### src/rtl/mips_pkg.sv
// Shared MIPS datapath definitions: ALU control codes, BIST polynomials and
// the BIST sequencer state encoding.
package mips_pkg;

    // ALU control codes, shared with the ALU control unit.
    localparam logic [3:0] ALU_AND = 4'b0000;
    localparam logic [3:0] ALU_OR  = 4'b0001;
    localparam logic [3:0] ALU_ADD = 4'b0010;
    localparam logic [3:0] ALU_SUB = 4'b0110;
    localparam logic [3:0] ALU_SLT = 4'b0111;
    localparam logic [3:0] ALU_NOR = 4'b1100;

    // Operand LFSR (Galois, right shift) and signature MISR polynomials.
    localparam logic [31:0] BIST_LFSR_MASK = 32'h80200003;
    localparam logic [31:0] BIST_MISR_POLY = 32'h04C11DB7;

    // Ops per operand pair; the op index runs 0..BIST_LAST_OP.
    localparam logic [2:0] BIST_LAST_OP = 3'd5;

    typedef enum logic [1:0] {
        StIdle,
        StDrive,
        StCapture,
        StDone
    } bist_state_e;

    // Map an op index to its ALU control code; unused indices fall back to AND.
    function automatic logic [3:0] bist_op_ctrl(input logic [2:0] op);
        logic [3:0] ctrl;
        case (op)
            3'd0:    ctrl = ALU_AND;
            3'd1:    ctrl = ALU_OR;
            3'd2:    ctrl = ALU_ADD;
            3'd3:    ctrl = ALU_SUB;
            3'd4:    ctrl = ALU_SLT;
            3'd5:    ctrl = ALU_NOR;
            default: ctrl = ALU_AND;
        endcase
        return ctrl;
    endfunction

    // One Galois LFSR step.
    function automatic logic [31:0] bist_lfsr_step(input logic [31:0] s);
        return (s >> 1) ^ (s[0] ? BIST_LFSR_MASK : 32'h0);
    endfunction

endpackage

### src/rtl/bist_misr.sv
// 32-bit multiple-input signature register compressing ALU Output/Zero
// responses. load_i restarts from SEED; en_i folds in one response.
module bist_misr
    import mips_pkg::*;
#(
    parameter logic [31:0] SEED = 32'hFFFFFFFF
) (
    input  logic        clk_i,
    input  logic        rst_i,
    input  logic        load_i,
    input  logic        en_i,
    input  logic [31:0] data_i,
    input  logic        zero_i,
    output logic [31:0] sig_o
);

    logic [31:0] misr_q;
    logic [31:0] misr_d;

    // Next signature: load has priority over a compression step.
    always_comb begin
        misr_d = misr_q;
        if (load_i) begin
            misr_d = SEED;
        end else if (en_i) begin
            misr_d = {misr_q[30:0], 1'b0}
                   ^ (misr_q[31] ? BIST_MISR_POLY : 32'h0)
                   ^ data_i
                   ^ {31'b0, zero_i};
        end
    end

    // Signature register; reset returns to the seed so no partial result survives.
    always_ff @(posedge clk_i or posedge rst_i) begin
        if (rst_i) begin
            misr_q <= SEED;
        end else begin
            misr_q <= misr_d;
        end
    end

    assign sig_o = misr_q;

endmodule

### src/rtl/ula_bist.sv
// Built-in self-test sequencer for the datapath ALU (ULA). Drives LFSR
// operand pairs through every ALU op, compresses responses into a MISR and
// compares the final signature against a golden value.
module ula_bist
    import mips_pkg::*;
#(
    parameter int unsigned NUM_VECTORS  = 64,
    parameter logic [31:0] LFSR_SEED    = 32'hACE12345,
    parameter logic [31:0] MISR_SEED    = 32'hFFFFFFFF,
    parameter logic [31:0] EXPECTED_SIG = 32'h00000000
) (
    input  logic        Clock,
    input  logic        Reset,
    input  logic        Start,
    output logic        Busy,
    output logic        Done,
    output logic        Pass,
    output logic [31:0] Signature,
    output logic [31:0] AluData1,
    output logic [31:0] AluData2,
    output logic [3:0]  AluControl,
    input  logic [31:0] AluOutput,
    input  logic        AluZero
);

    // An all-zero LFSR would lock up, so a zero seed is replaced by 1.
    localparam logic [31:0] SEED_EFF = (LFSR_SEED == 32'h0) ? 32'h00000001 : LFSR_SEED;
    localparam logic [15:0] LAST_VEC = 16'(NUM_VECTORS - 1);

    bist_state_e state_q, state_d;
    logic [31:0] lfsr_q, lfsr_d;
    logic [15:0] vec_q, vec_d;
    logic [2:0]  op_q, op_d;
    logic        misr_load;
    logic        misr_en;
    logic        active;

    // Next-state logic: DRIVE settles the ALU inputs, CAPTURE samples the response.
    always_comb begin
        state_d   = state_q;
        lfsr_d    = lfsr_q;
        vec_d     = vec_q;
        op_d      = op_q;
        misr_load = 1'b0;
        misr_en   = 1'b0;
        case (state_q)
            StIdle, StDone: begin
                if (Start) begin
                    state_d   = StDrive;
                    lfsr_d    = SEED_EFF;
                    vec_d     = 16'h0;
                    op_d      = 3'd0;
                    misr_load = 1'b1;
                end
            end
            StDrive: begin
                state_d = StCapture;
            end
            StCapture: begin
                misr_en = 1'b1;
                if (op_q != BIST_LAST_OP) begin
                    op_d    = op_q + 3'd1;
                    state_d = StDrive;
                end else if (vec_q != LAST_VEC) begin
                    op_d    = 3'd0;
                    vec_d   = vec_q + 16'd1;
                    lfsr_d  = bist_lfsr_step(lfsr_q);
                    state_d = StDrive;
                end else begin
                    state_d = StDone;
                end
            end
            default: begin
                state_d = StIdle;
            end
        endcase
    end

    // Sequencer state and counters.
    always_ff @(posedge Clock or posedge Reset) begin
        if (Reset) begin
            state_q <= StIdle;
            lfsr_q  <= 32'h0;
            vec_q   <= 16'h0;
            op_q    <= 3'd0;
        end else begin
            state_q <= state_d;
            lfsr_q  <= lfsr_d;
            vec_q   <= vec_d;
            op_q    <= op_d;
        end
    end

    bist_misr #(
        .SEED (MISR_SEED)
    ) u_misr (
        .clk_i  (Clock),
        .rst_i  (Reset),
        .load_i (misr_load),
        .en_i   (misr_en),
        .data_i (AluOutput),
        .zero_i (AluZero),
        .sig_o  (Signature)
    );

    // Status and ALU drive; the ALU inputs are zero whenever no op is in flight.
    always_comb begin
        active     = (state_q == StDrive) || (state_q == StCapture);
        Busy       = active;
        Done       = (state_q == StDone);
        Pass       = Done && (Signature == EXPECTED_SIG);
        AluData1   = active ? lfsr_q : 32'h0;
        AluData2   = active ? {lfsr_q[15:0], lfsr_q[31:16]} : 32'h0;
        AluControl = active ? bist_op_ctrl(op_q) : 4'b0000;
    end

endmodule

### config.mk
export PLATFORM = sky130hd
export DESIGN_NAME = ula_bist
export DESIGN_NICKNAME = d
export VERILOG_FILES = /design/src/rtl/mips_pkg.sv /design/src/rtl/bist_misr.sv /design/src/rtl/ula_bist.sv
export SDC_FILE = /design/constraint.sdc
export NUM_CORES = 1
export LEC_CHECK = 0
export CAP_MARGIN = 5
export CORE_AREA = 2 2 104 106
export CTS_BUF_LIST = sky130_fd_sc_hd__clkbuf_4
export CTS_CLUSTER_DIAMETER = 30
export DETAILED_ROUTE_END_ITERATION = 8
export DIE_AREA = 0 0 106 108
export GPL_TIMING_DRIVEN = 0
export PLACE_DENSITY = 0.88
export SLEW_MARGIN = 10
export SYNTH_ARGS = -nofsm -noshare
export SYNTH_HDL_FRONTEND = slang
export SYNTH_HIERARCHICAL = 1
export SYNTH_SLANG_ARGS = --single-unit
### constraint.sdc
create_clock -name Clock -period 2.8 [get_ports Clock]
set_clock_uncertainty 0.15 [all_clocks]
set_input_delay 0.42 -clock Clock [delete_from_list [all_inputs] [get_ports Clock]]
set_output_delay 0.42 -clock Clock [all_outputs]
set_load 0.01 [all_outputs]
==> impl_metrics.json <==
{
  "synth_cell_types": 55,
  "pwr-share-comb_pct": 64.7,
  "antenna_found_initial": 0,
  "synth_edf_count": 0,
  "rsz0062_at_grt": "yes",
  "num_io_pins": 139,
  "max_stage_delay_ns": 0.52,
  "multi_input_area_um2": 2597,
  "p_sw_share_pct": 39.90,
  "detail-route-antenna-nets": 0,
  "power.leakage_nw": 3.469,
  "io_buffers": 138,
  "grt_max_degree": 36,
  "synth_seq_area_share_pct": 42.49,
  "vias_per_cell": 5.503,
  "fin_setup_tns_ns": 0,
  "seqCellArea_um2": 2168,
  "cts_buffer_depth": 2,
  "power.switching_mw": 3.320,
  "setup_violations": 0,
  "fp.dieH_um": 108,
  "met3_usage_pct": 3.014,
  "fmaxAchievable_mhz": 362.5,
  "top_usage_layer": "met2",
  "critPathLaunchType": "flip-flop",
  "period_minus_slack_ns": 2.759,
  "critPathSlowestCell": "clkdlybuf4s50_1",
  "p_total_mw": 8.321,
  "drive_gt1_share_pct": 23.49,
  "syn_to_final_growth_pct": 39.79,
  "synth-seq-cells": 85,
  "layout_common_cells": "clkdlybuf4s50_1, nand2_1, dfrtp_1",
  "arrival_ns": 2.19,
  "cts_tree": "done",
  "clock_sinks": 85,
  "core_area_um2": 10230,
  "cpLargestDelayFamily": "buffers and inverters",
  "path_clk_slew_ns": 0.15,
  "yosysWarnings": 6,
  "netlist_area_um2": 5100,
  "grt_util_met2_pct": 42.67,
  "path_buf_inv": 4,
  "numCtsBuffers": 9,
  "wl_per_cell_um": 16.76,
  "grt_pass1_vias": 4443,
  "synth_nets": 561,
  "route.detailed.drc": 0,
  "power.share.sequential_pct": 26.6,
  "vias": 4496,
  "use_met1_pct": 29.62,
  "n_antenna_cell": 0,
  "yosys-top-cells-area": "dfrtp_1, dfstp_2, nor2b_1, xor3_1, a211o_1",
  "drv_slew": 0,
  "synth_ff_type": "dfrtp_1",
  "power_density_nw_per_um2": 1167,
  "relSlewSlack_pct": 56.41,
  "cts-root-buf": "clkbuf_4",
  "fillers": 721,
  "max-vdd-ir-drop_uv": 744.0,
  "critPathCaptureType": "output port",
  "layout.nets": 719,
  "timing.rr.start": "state_q[1]$_DFFE_PP0P_",
  "cp_max_fo": 10,
  "yosysTopAreaCellShare_pct": 26.01,
  "internal_power_mw": 5.001,
  "grt.total_usage_pct": 23.47,
  "fin_hold_ws_ns": 0.1782,
  "worstSetupPathType": "reg -> out",
  "final_common_cell": "clkdlybuf4s50_1",
  "drt_iter0_drc": 370,
  "tightestPinTransition_ns": 0.6529,
  "grt_pass1_wl_um": 21500,
  "wl_um": 13700,
  "reg2regPathDepth": 8,
  "gp_congestion": 0.8827,
  "fin_crit_sh_pct": 98.53,
  "outcome": "complete, no violations",
  "async_flop_share_pct": 100.0,
  "cap_violations": 0,
  "hold_class": "in -> async",
  "die_x_um": 106,
  "reg2reg_to": "vec_q[5]$_DFFE_PP0P_",
  "hold_viol_final": 0,
  "p_clk_share_pct": 8.7,
  "hpwl_um": 9827,
  "crit_chain": "inv_1, ha_4, buf_12, nor2b_4, buf_4, clkdlybuf4s50_1",
  "initial_utilization_pct": 49.85,
  "crit_required_ns": 2.23,
  "synthCells": 518,
  "insertion_delay_ns": 0.43,
  "rows": 37,
  "h-tree-depth": 3,
  "synth_top_cell_by_area": "dfrtp_1",
  "drtPass1Iterations": 6,
  "r2r_slack_ns": 0.19,
  "syn_avg_cell_area_um2": 9.845,
  "dieArea_um2": 11450,
  "overflow": 0
}
-- power by group through the flow --
stage	clock, mW	sequential [mW]	combinational, mW
2_1_floorplan	0	2.20	2.84
4_1_cts	0.724	2.20	5.29
5_1_grt	0.778	2.27	5.77
6_report	0.720	2.21	5.39
3_5_place_dp	0	2.22	4.89
3_3_place_gp	0	2.20	4.75
-- layer usage --
| layer | vias to the layer above | share of wire (%) |
|---|---|---|
| li1 | 2055 | - |
| met1 | 2235 | 40 |
| met2 | 191 | 52 |
| met3 | 15 | 6.9 |
| met4 | 0 | 1.0 |
| met5 | - | 0 |
-- cell usage after synthesis (all sizes together), types with 5 or more instances --
library cell   n
nand2         67
nor2b         55
dfrtp         53
buf           45
o21ai         40
a211o         32
dfstp         32
nor2          28
clkbuf        19
xor2          18
xor3          14
inv           12
nand3         10
a21oi          9
and2b          7
ha             7
nor4           7
or3            7
a31oi          6
and2           5
o31ai          5
o41ai          5
-- flip-flops by register name (all words and copies together) (netlist names) --
| name | cells |
|---|---|
| vec_q | 16 |
| lfsr_q | 32 |
| u_misr/sig_o | 32 |
| op_q | 3 |
| state_q | 2 |
-- final cells by class --
type,instances,area share [%]
flip-flops and latches,85,30.41
clock inverters,7,1.035
inverters,12,0.6318
repair buffers,147,21.15
plain buffers,64,7.002
clock buffers,9,0.9477
multi-input cells,357,36.43
well taps,136,2.387
-- what timing repair did --
action / in CTS / in global routing
hold buffers: 0 / 0
setup endpoints to repair: 70 / 59
gates cloned: 0 / 0
pin swaps: 1 / 0
buffers inserted: 5 / 3
gates resized for setup: 58 / 39
-- how the worst max path moves through the flow --
stage | from | endpoint | slack [ns] | cells past startpoint
2_1_floorplan | state_q[0]$_DFFE_PP0P_ | vec_q[5]$_DFFE_PP0P_ | 0.69 | 7
3_3_place_gp | Reset | lfsr_q[2]$_DFFE_PP0P_ | -0.07 | 2
3_5_place_dp | state_q[0]$_DFFE_PP0P_ | AluData2[5] | 0.03 | 6
4_1_cts | state_q[1]$_DFFE_PP0P_ | AluData2[14] | -0.02 | 6
5_1_grt | state_q[0]$_DFFE_PP0P_ | AluData2[10] | -0.03 | 6
6_report | state_q[0]$_DFFE_PP0P_ | AluData2[10] | 0.04 | 6
-- cells by family after synthesis --
family | count (synthesis) | synth area share, %
mux | 2 | 0.3926
buf+inv | 76 | 9.495
compound gates | 111 | 15.46
xor+xnor | 35 | 10.21
flops | 85 | 42.49
fa+ha+maj | 7 | 1.717
simple gates | 202 | 20.24
-- stage by stage --
stage | instances | setup WS (ns) | instance area (um^2) | util [%]
after floorplan | 518 | 0.6914 | 5100 | -
after global placement | 792 | -0.07254 | 6651 | 65.01
after detailed placement | 793 | 0.03270 | 6671 | 65.21
after CTS | 814 | -0.02337 | 7003 | 68.45
after global routing | 817 | -0.03181 | 7129 | 69.68
final | 817 | 0.04118 | 7129 | 69.68
Power figures use the tool's default switching activity.
